### src/rtl/seq_monitor_pkg.sv
// Shared constants and helpers for the temporal sequence monitor.
package seq_monitor_pkg;

  localparam int DEF_NUM_STEPS = 4;
  localparam int DEF_MAX_GAP   = 4;
  localparam int DEF_CNT_W     = 16;

  // A programmed gap of 0 is meaningless (a step cannot be checked in the
  // same cycle as its predecessor), so it is promoted to 1; anything beyond
  // the delay-line depth is pinned to the last tap.
  function automatic int unsigned clamp_gap(input int unsigned gap,
                                            input int unsigned max_gap);
    if (gap == 0)       return 1;
    if (gap > max_gap)  return max_gap;
    return gap;
  endfunction

endpackage

### src/rtl/seq_step_delay.sv
// Token delay line for one sequence step. A token entering on token_in is
// presented on tap exactly gap cycles later; stages past the tap are forced
// empty so a token is never checked twice.
module seq_step_delay #(
  parameter int MAX_GAP = 4,
  parameter int GAP_W   = $clog2(MAX_GAP + 1)
) (
  input  logic             clk,
  input  logic             rst,
  input  logic             enable,
  input  logic             token_in,
  input  logic [GAP_W-1:0] gap,      // already clamped to 1..MAX_GAP
  output logic             tap,
  output logic             busy
);

  logic [MAX_GAP-1:0] sr;
  logic [MAX_GAP-1:0] sr_next;

  // Shift tokens forward, dropping whatever leaves the programmed tap.
  always_comb begin
    // NOTE: every combinational output gets a default first so no path leaves it unassigned, which would infer a latch.
    sr_next    = '0;
    sr_next[0] = token_in;
    for (int i = 1; i < MAX_GAP; i++) begin
      if (i < int'(gap)) sr_next[i] = sr[i-1];
    end
  end

  // Select the stage that corresponds to the programmed delay.
  always_comb begin
    tap = 1'b0;
    for (int i = 0; i < MAX_GAP; i++) begin
      if (i + 1 == int'(gap)) tap = sr[i];
    end
  end

  assign busy = |sr;

  // Token storage; disabling the monitor flushes every in-flight token.
  always_ff @(posedge clk) begin
    // NOTE: sequential state uses non-blocking assignments so every register samples pre-edge values.
    if (rst || !enable) sr <= '0;
    else                sr <= sr_next;
  end

endmodule

### src/rtl/seq_monitor.sv
// Overlapping-attempt checker for ev[0] ##g1 ev[1] ... ##gN-1 ev[N-1].
// Each step k>=1 owns a delay line; tokens hop from line to line while the
// matching event is present and die (with a reported failure) when it is not.
module seq_monitor
  import seq_monitor_pkg::*;
#(
  parameter int NUM_STEPS = DEF_NUM_STEPS,
  parameter int MAX_GAP   = DEF_MAX_GAP,
  parameter int CNT_W     = DEF_CNT_W,
  parameter int GAP_W     = $clog2(MAX_GAP + 1),
  parameter int FS_W      = $clog2(NUM_STEPS)
) (
  input  logic                         clk,
  input  logic                         rst,
  input  logic                         enable,
  input  logic                         clear,
  input  logic [NUM_STEPS-1:0]         ev,
  input  logic [(NUM_STEPS-1)*GAP_W-1:0] gap_cfg,
  output logic                         match_pulse,
  output logic                         fail_pulse,
  output logic [FS_W-1:0]              fail_step,
  output logic [CNT_W-1:0]             match_count,
  output logic [CNT_W-1:0]             fail_count,
  output logic                         active
);

  localparam logic [CNT_W-1:0] CNT_MAX = {CNT_W{1'b1}};

  logic [NUM_STEPS-2:0][GAP_W-1:0] gap_q;
  logic [NUM_STEPS-1:1]            tap;
  logic [NUM_STEPS-1:1]            busy;
  logic [NUM_STEPS-1:1]            hit;
  logic [NUM_STEPS-1:1]            miss;
  logic [FS_W-1:0]                 fs_d;
  logic [3:0]                      n_fail;
  logic [CNT_W+3:0]                fail_sum;

  // Gap registers follow gap_cfg only while idle so a running check never
  // sees its timing change underneath it.
  always_ff @(posedge clk) begin
    if (rst) begin
      gap_q <= {(NUM_STEPS-1){GAP_W'(1)}};
    end else if (!enable) begin
      for (int k = 0; k < NUM_STEPS - 1; k++) begin
        gap_q[k] <= GAP_W'(clamp_gap(32'(gap_cfg[k*GAP_W +: GAP_W]), MAX_GAP));
      end
    end
  end

  for (genvar k = 1; k < NUM_STEPS; k++) begin : g_step
    logic token_in;
    if (k == 1) begin : g_first
      assign token_in = enable & ev[0];
    end else begin : g_next
      assign token_in = hit[k-1];
    end

    assign hit[k]  = enable & tap[k] &  ev[k];
    assign miss[k] = enable & tap[k] & ~ev[k];

    seq_step_delay #(
      .MAX_GAP (MAX_GAP),
      .GAP_W   (GAP_W)
    ) u_delay (
      .clk      (clk),
      .rst      (rst),
      .enable   (enable),
      .token_in (token_in),
      .gap      (gap_q[k-1]),
      .tap      (tap[k]),
      .busy     (busy[k])
    );
  end

  assign active = |busy;

  // Lowest failing step wins; count how many attempts died this cycle.
  always_comb begin
    fs_d   = '0;
    n_fail = '0;
    for (int k = NUM_STEPS - 1; k >= 1; k--) begin
      if (miss[k]) fs_d = FS_W'(k);
      n_fail = n_fail + 4'(miss[k]);
    end
    fail_sum = {4'b0, fail_count} + (CNT_W+4)'(n_fail);
  end

  // Registered pulses and saturating counters; clear beats any increment.
  always_ff @(posedge clk) begin
    if (rst) begin
      match_pulse <= 1'b0;
      fail_pulse  <= 1'b0;
      fail_step   <= '0;
      match_count <= '0;
      fail_count  <= '0;
    end else begin
      match_pulse <= hit[NUM_STEPS-1];
      fail_pulse  <= |miss;
      fail_step   <= fs_d;
      if (clear) begin
        match_count <= '0;
        fail_count  <= '0;
      end else begin
        if (hit[NUM_STEPS-1] && match_count != CNT_MAX)
          match_count <= match_count + 1'b1;
        if (fail_sum > {4'b0, CNT_MAX}) fail_count <= CNT_MAX;
        else                            fail_count <= fail_sum[CNT_W-1:0];
      end
    end
  end

endmodule

### config.mk
export PLATFORM = sky130hd
export DESIGN_NAME = seq_monitor
export DESIGN_NICKNAME = d
export VERILOG_FILES = /design/src/rtl/seq_monitor_pkg.sv /design/src/rtl/seq_step_delay.sv /design/src/rtl/seq_monitor.sv
export SDC_FILE = /design/constraint.sdc
export NUM_CORES = 1
export LEC_CHECK = 0
export CELL_PAD_IN_SITES_DETAIL_PLACEMENT = 1
export CELL_PAD_IN_SITES_GLOBAL_PLACEMENT = 1
export CORE_MARGIN = 2
export CORE_UTILIZATION = 38
export CTS_CLUSTER_SIZE = 28
export DETAILED_ROUTE_END_ITERATION = 12
export PLACE_DENSITY_LB_ADDON = 0.3
export SYNTH_ARGS = -nofsm -noshare
export SYNTH_HDL_FRONTEND = slang
export SYNTH_SLANG_ARGS = --single-unit
### constraint.sdc
create_clock -name clk -period 4.5 [get_ports clk]
set_input_delay 0.9 -clock clk [delete_from_list [all_inputs] [get_ports clk]]
set_output_delay 0.9 -clock clk [all_outputs]
set_load 0.05 [all_outputs]
# Yosys cells after proc, flatten, opt, wreduce, memory -nomap -nowiden
# Cells that the tools add are included.
# op_classes
n_addsub	4
magnitude_cmp	13
eq_ne	13
muxes	49
bitwise_logic	22
reduce_logical	19
# ops
op	n
2-to-1 mux 1 bit	37
== test 3 bit (first input constant)	9
2-to-1 mux 3 bit	9
OR reduction 2 bit	11
less-than comparator 2 x 3 -> 1 bit (first input constant)	6
adder 16 x 3 -> 17 bit	1
greater-than comparator 17 x 16 -> 1 bit (second input constant)	1
adder 16 x 1 -> 16 bit (second input constant)	1
2-to-1 mux 16 bit	1
!= test 16 bit (second input constant)	1
NOT 1 bit	12
OR reduction 12 bit	1
bitwise AND 1 bit	10
== test 2 x 3 -> 1 bit (first input constant)	3
greater-than comparator 3 bit (second input constant)	3
logical NOT 3 bit	3
less-than comparator 1 x 3 -> 1 bit (first input constant)	3
2-to-1 mux 2 bit	2
adder 2 x 1 -> 3 bit	1
OR reduction 3 bit	1
adder 1 x 1 -> 2 bit	1
logical AND 1 bit	1
logical NOT 1 bit	1
logical OR 1 bit	1
# word_totals
register_bits	57
inputBits	17
output_inout_bits	37
wordCells	141

# Depth between registers and ports, before layout
# Gate-level depths: netlist of run 1.
# depth
ltp_word	12
depth_mapped	14
ltp_nobuf	14

# Hierarchy
# Synthesis of run 1 repeated with hierarchy kept, for this count alone.
# hier_totals
hier_cells	299
hier_area_um2	2627.5
# by_module_without_submodules
mod	n_inst	cells_each	area_per_inst_um2
seq_monitor	1	245	2120.8
seq_step_delay	3	18	168.9

# Worst setup path before layout of run 1
# OpenSTA, ideal clock, no wires.
# synth_path
path_kind	input-to-reg
from	in enable
to	reg fail_count[0]
setup_time_ns	0.071
arrival_time_ns	3.487
required_time_ns	4.429
path_slack_ns	0.943
path_stages	13
cell_sequence	a21boi_4 > nand2_1 > or2_2 > fa_1 > inv_1 > ha_1 > inv_1 > fa_1 > nor2b_1 > nand3_1 > nor2_1 > nand2_1 > a21oi_1
# synth_between
elab_chain_len	7
elab_cells_between_ends	11
classes_between	add/sub (3); order compare (1); mux (1); bitwise (6)
# synth_rtl
item	line_no	text
start: declaration	seq_monitor.sv:15	input logic enable,
bitwise AND 1 bit (2 in a row)	seq_monitor.sv:59	assign miss[k] = enable & tap[k] & ~ev[k];
adder 1 x 1 -> 2 bit	seq_monitor.sv:83	n_fail = n_fail + 4'(miss[k]);
adder 2 x 1 -> 3 bit *	seq_monitor.sv:83	
adder 16 x 3 -> 17 bit *	seq_monitor.sv:85	fail_sum = {4'b0, fail_count} + (CNT_W+4)'(n_fail);
greater-than comparator 17 x 16 -> 1 bit	seq_monitor.sv:106	if (fail_sum > {4'b0, CNT_MAX}) fail_count <= CNT_MAX;
2-to-1 mux 16 bit *	seq_monitor.sv:106	
end signal: assignment	seq_monitor.sv:107	else fail_count <= fail_sum[CNT_W-1:0];
end: declaration	seq_monitor.sv:23	output logic [CNT_W-1:0] fail_count,
# Every way passes the cells marked *; elsewhere a longest branch is shown, timed or not.
# A chain may end at the register's enable or synchronous reset.

# Worst setup path after layout of run 1
# layout_path
from	in enable
to	reg fail_count[2]
# Same word-level chain as after synthesis.

==> flow_summary.yaml, run 1 <==
global_route:
  grt_pass1_wl_um: 11900
  track_usage: 0.203
  overflow: 0
  grt_max_degree: 29
  grt_pass1_vias: 2471
  antenna_found_initial: 0
setup_path:
  startpoint: "enable"
  endpoint: "fail_count[2]"
  crit_path_start_kind: "input port"
  rr_startpoint: "gap_q[7]"
  arrival_ns: 4.37
  crit_required_ns: 4.76
  crit_fanout: 10
  rr_endpoint: "fail_count[2]"
  endpoint_kind: "flip-flop"
  ff2ff_setup_slack_ns: 0.62
  path_class: "input port to flip-flop"
  reg2regPathDepth: 14
floorplan:
  pin_count: 54
  core-area_um2: 6680
  die_y_um: 86.6
  die_x_um: 86.6
  die_area_um2: 7500
  fp-row-count: 30
  initial_core_util: 0.388
timing:
  setup_viol: 0
  worst_pin_slew_ns: 0.641
  rsz0062_at_grt: "false"
  drv_slew: 0
  fin_skew_ns: 0.00795
  fmax_mhz: 243
  hold_viol: 0
  period_minus_slack_ns: 4.11
  period_share: 0.913
  fin_hold_ws_ns: 0.453
  setup_tns_ns: 0
  max-slew-margin-rel: 0.571
synth:
  yosysWarnings: 0
  synth-seq-area-share: 0.440
  synth_top_family_by_area: "simple AND/OR/NAND/NOR gates"
  yosys_register_bits: 57
  ys.flop_type: "dfxtp_1"
  synth_compound_area_frac: 0.170
  synth_area_per_cell_um2: 8.72
  synthSimpleGateAreaFrac: 0.272
  syn_nets: 319
  synth_cells: 297
  yosys.area_share.xor_xnor: 0.0338
  synth-edff-count: 0
  yosys.area_share.adder: 0.0299
  syn_area_um2: 2590
  synth_cell_types: 50
  synthMuxAreaShare: 0.0241
  synthArstFlopShare: 0
clocking:
  clockBufferDepth: 2
  clk_latency_ns: 0.34
  path_clk_slew_ns: 0.07
  clkSinkCount: 57
  htreeDepth: 3
  ctsResizeCount: 0
  cts_root_buffer: "clkbuf_8"
  cts_tree: "done"
  post_cts_buffers: 0
  cts_hold_buf: 0
  numCtsBuffers: 9
detailed_routing:
  wl_per_cell_um: 15.9
  drt_iter0_drc: 95
  viasPerCell: 5.50
  dr.pass1.iters: 4
  ant_nets: 0
  drt-total-wl_um: 7010
  vias: 2430
  drc_errors: 0
hold_path:
  hold_path.class: "flip-flop to flip-flop"
  hp-start: "g_step[3].u_delay.sr[1]"
  whs_path_depth: 2
finish:
  final_util: 0.512
  syn_to_final_growth_pct: 32.0
  multi_input_area_um2: 1380
  stdcell_area_um2: 3420
  fillers: 793
  nets: 379
  diodes: 0
  regArea_um2: 1140
  drive_above_1_share: 0.0939
power_and_ir_drop:
  finalPower_mw: 1.07
  power_density_nw_per_um2: 314
  vdd_drop_max_v: 0.000136
  p_leak_nw: 1.16
placed_design:
  dp_hpwl_um: 5050
  gp_routability_congestion: 0.752
  placed_area_um2: 3220
  io_buffers: 53
run_status:
  outcome: "finished, final reports clean"
job:
  cap_violations: 0
## metal layers
| metal | wire length [µm] | global-route usage | share of wire |
|---|---|---|---|
| met5 | 0 | 0 | 0 |
| met1 | 3380 | 0.262 | 0.48 |
| met2 | 3330 | 0.334 | 0.48 |
| met3 | 173 | 0.0333 | 0.025 |
| met4 | 128 | 0.0895 | 0.018 |
## synthesized netlist by cell type, types with 5 or more instances
cell	number	area share
nand3_1	11	0.021
nand2_1	20	0.029
nor3_1	6	0.012
clkbuf_1	6	0.0087
nor4_1	5	0.012
nor2_1	23	0.033
inv_1	12	0.017
nand4_1	10	0.024
and3_1	8	0.019
and2_1	8	0.019
o21ai_0	18	0.035
xor2_1	6	0.020
nor3b_1	5	0.014
dfxtp_1	57	0.44
nor2b_1	5	0.012
a21oi_1	35	0.068
or3_1	7	0.017
## flip-flops by register name (all words and copies together), names as in the netlist
register / count
match_pulse: 1
fail_count: 16
fail_step: 2
g_step.u_delay.sr: 12
match_count: 16
fail_pulse: 1
gap_q: 9
## worst min path at each step
stage                     slack [ns]                      end
after floorplan                 0.42  g_step[1].u_delay.sr[2]
after global placement          0.44  g_step[1].u_delay.sr[2]
after detailed placement        0.44  g_step[1].u_delay.sr[2]
after CTS                       0.46  g_step[1].u_delay.sr[2]
after global routing            0.48  g_step[1].u_delay.sr[2]
final                           0.45  g_step[3].u_delay.sr[2]
## critical path: stages
cell	delay, ns
clkdlybuf4s50_1	0.51
a21boi_4	0.22
nand2_1	0.08
or2_2	0.29
fa_1	0.42
inv_1	0.07
ha_1	0.17
inv_1	0.06
fa_1	0.40
nor2b_1	0.25
nand3_1	0.23
nor2_1	0.32
nand2_2	0.21
a21oi_1	0.21
## cells by family after synthesis
group,Yosys count
AO/OA/AOI/OAI,73
XOR/XNOR,10
adder cells (fa/ha/maj),5
buffers and inverters,20
flip-flops,57
multiplexers,6
AND/OR/NAND/NOR,126
## stage by stage
stage	worst slack (ns)	cells
detailed placement	-0.00105	426
CTS	0.280	442
finish	0.390	442
global route	0.0722	442
floorplan	0.943	297
global placement	0.169	426
## report_power, final
group          internal [mW]  total (mW)  switching, mW
clock network          0.269       0.482          0.213
registers              0.512       0.520        0.00890
logic                 0.0326      0.0716         0.0390
## cells in the final DEF, fill, tap and decap left out, types with 5 or more instances in the layout
master | Yosys | final
o21ai_0 | 18 | 18
nor2_1 | 23 | 23
nor3_1 | 6 | 6
nor2b_1 | 5 | 5
clkdlybuf4s50_1 | 0 | 53
inv_1 | 12 | 12
a21oi_1 | 35 | 35
clkbuf_8 | 0 | 10
nand4_1 | 10 | 10
nand2_1 | 20 | 19
dfxtp_1 | 57 | 57
and2_1 | 8 | 8
nor4_1 | 5 | 5
or3_1 | 7 | 7
xor2_1 | 6 | 6
and3_1 | 8 | 8
nand3_1 | 11 | 11
nor3b_1 | 5 | 5
## layout make-up
class                      instances  share of cell area
clock buffer                      11              0.0413
clock inverter                     5              0.0161
inverter                          12              0.0132
multi-input combinational        220               0.402
sequential                        57               0.334
tap                               80              0.0293
timing repair buffer              57               0.164
Note: power is estimated with default switching activity, not from simulation.
==> run 2: changes to the inputs <==
--- a/config.mk
+++ b/config.mk
@@ -5,6 +5,7 @@
 export SDC_FILE = /design/constraint.sdc
 export NUM_CORES = 1
 export LEC_CHECK = 0
+export CAP_MARGIN = 10
 export CELL_PAD_IN_SITES_DETAIL_PLACEMENT = 1
 export CELL_PAD_IN_SITES_GLOBAL_PLACEMENT = 1
 export CORE_MARGIN = 2
@@ -12,6 +13,7 @@
 export CTS_CLUSTER_SIZE = 28
 export DETAILED_ROUTE_END_ITERATION = 12
 export PLACE_DENSITY_LB_ADDON = 0.3
+export RECOVER_POWER = 50
 export SYNTH_ARGS = -nofsm -noshare
 export SYNTH_HDL_FRONTEND = slang
 export SYNTH_SLANG_ARGS = --single-unit
==> run 2 against run 1 <==
The flow now finishes with violations (capacitance limit, slew limit). Register-to-register slack got worse by 0.02 ns. Global-route usage unchanged. Core utilization decreased by 0.056 points. Count of clock-buffer cells in the layout unchanged. Clock power about the same. Combinational power decreased by 2%. Final area decreased by 0.11%. Highest routed layer unchanged.
==> flow_summary.yaml, run 2 (synthesized netlist as in run 1, its figures left out) <==
run_status:
  outcome: "finished, violations left"
  violations: "capacitance limit, slew limit"
finish:
  fillers: 794
  final_common_cell: "dfxtp_1"
  nets: 379
  syn_to_final_growth_pct: 31.8
  diodes: 0
  drive_above_1_share: 0.0884
  largest_registers: "fail_count: 16 flops, match_count: 16 flops, g_step.u_delay.sr: 12 flops"
  final_cell_mix: "dfxtp_1 (57), a21oi_1 (36), clkdlybuf4s50_1 (36), nor2_1 (23), nand2_1 (19)"
detailed_routing:
  drt_iter0_drc: 87
  drc_errors: 0
  drt-total-wl_um: 6980
  dr.pass1.iters: 4
  ant_nets: 0
  viasPerCell: 5.50
  wl_per_cell_um: 15.8
  vias: 2431
setup_path:
  arrival_ns: 4.36
  crit_path_start_kind: "input port"
  crit_required_ns: 4.73
  reg2regPathDepth: 14
  startpoint: "enable"
  rr_endpoint: "fail_count[2]"
  path_class: "input port to flip-flop"
  rr_startpoint: "gap_q[7]"
  ff2ff_setup_slack_ns: 0.60
  crit_fanout: 10
  endpoint_kind: "flip-flop"
floorplan:
  die_x_um: 86.6
  die_y_um: 86.6
  fp-row-count: 30
  core-area_um2: 6680
  die_area_um2: 7500
  pin_count: 54
  initial_core_util: 0.388
hold_path:
  hold_path.class: "flip-flop to flip-flop"
  holdPathEnd: "g_step[3].u_delay.sr[2]"
  whs_path_depth: 2
  hp-start: "g_step[3].u_delay.sr[1]"
power_and_ir_drop:
  finalPower_mw: 1.07
  power_density_nw_per_um2: 313
  p_leak_nw: 1.22
  vdd_drop_max_v: 0.000135
global_route:
  grt_max_degree: 29
  overflow: 0
  track_usage: 0.203
  grt_pass1_wl_um: 11900
  grt_pass1_vias: 2471
  antenna_found_initial: 0
job:
  cap_violations: 1
clocking:
  clk_latency_ns: 0.34
  clockBufferDepth: 2
  post_cts_buffers: 0
  htreeDepth: 3
  cts_root_buffer: "clkbuf_8"
  cts_hold_buf: 0
  cts_tree: "done"
  numCtsBuffers: 9
  path_clk_slew_ns: 0.07
  clkSinkCount: 57
placed_design:
  gp_routability_congestion: 0.752
  dp_hpwl_um: 5050
  io_buffers: 53
timing:
  drv_slew: 29
  fmax_mhz: 242
  fin_skew_ns: 0.00865
  rsz0062_at_grt: "false"
  setup_viol: 0
  max-slew-margin-rel: -0.120
  worst_pin_slew_ns: 1.68
  period_minus_slack_ns: 4.13
  hold_viol: 0
  setup_tns_ns: 0
  period_share: 0.917
## run 2: area by class of cell
| type | instances | area (µm²) | area share |
|---|---|---|---|
| multi-input cells | 220 | 1370 | 0.402 |
| well taps | 80 | 100 | 0.0293 |
| clock buffers | 11 | 141 | 0.0414 |
| flip-flops and latches | 57 | 1140 | 0.334 |
| clock inverters | 5 | 55.1 | 0.0161 |
| inverters | 12 | 45.0 | 0.0132 |
| repair buffers | 57 | 561 | 0.164 |
## run 2: report_power, final
part           leakage (nW)  internal (mW)  switching, mW  total (mW)
clock network        0.0953          0.269          0.211       0.480
registers             0.461          0.512        0.00873       0.520
logic                 0.662         0.0316         0.0389      0.0705
total                  1.22          0.812          0.259        1.07
## run 2: how the worst max path moves through the flow
stage / end / slack, ns / cells after the start
3_3_place_gp: fail_count[0] / 0.17 / 14
2_1_floorplan: fail_count[0] / 0.94 / 13
5_1_grt: fail_count[2] / 0.05 / 14
4_1_cts: fail_count[2] / 0.28 / 14
6_report: fail_count[2] / 0.37 / 14
3_5_place_dp: fail_count[1] / -0.001 / 14
## run 2: metrics by stage
stage          setup WS (ns)  std cells   util  hold WS (ns)  cell area (µm²)
3_3_place_gp           0.169        426  0.482         0.439             3220
4_1_cts                0.280        442  0.511         0.457             3420
3_5_place_dp        -0.00105        426  0.482         0.442             3220
2_1_floorplan          0.943        297      -         0.420             2590
5_1_grt               0.0523        442  0.511         0.484             3420
6_report               0.372        442  0.511         0.453             3420
## run 2: worst max-delay path, cell delays in order
cell and delay [ns]:
clkdlybuf4s50_1 0.50, a21boi_4 0.22, nand2_1 0.08, or2_2 0.29, fa_1 0.42, inv_1 0.07
ha_1 0.17, inv_1 0.06, fa_1 0.40, nor2b_1 0.25, nand3_1 0.23, nor2_1 0.33
nand2_2 0.22, a21oi_1 0.21
## run 2: repair_timing
| item | CTS | global route |
|---|---|---|
| gates resized for setup | 0 | 1 |
| endpoints found under the hold margin | 0 | 0 |
| endpoints found under the setup margin | 0 | 4 |
## run 2: per-layer routing
metal / track usage / wire length [µm] / up-vias / part of all wire
li1: - / - / 1198 / -
met4: 0.0895 / 128 / 0 / 0.018
met3: 0.0333 / 168 / 10 / 0.024
met5: 0 / 0 / - / 0
met2: 0.334 / 3320 / 36 / 0.48
met1: 0.262 / 3370 / 1187 / 0.48
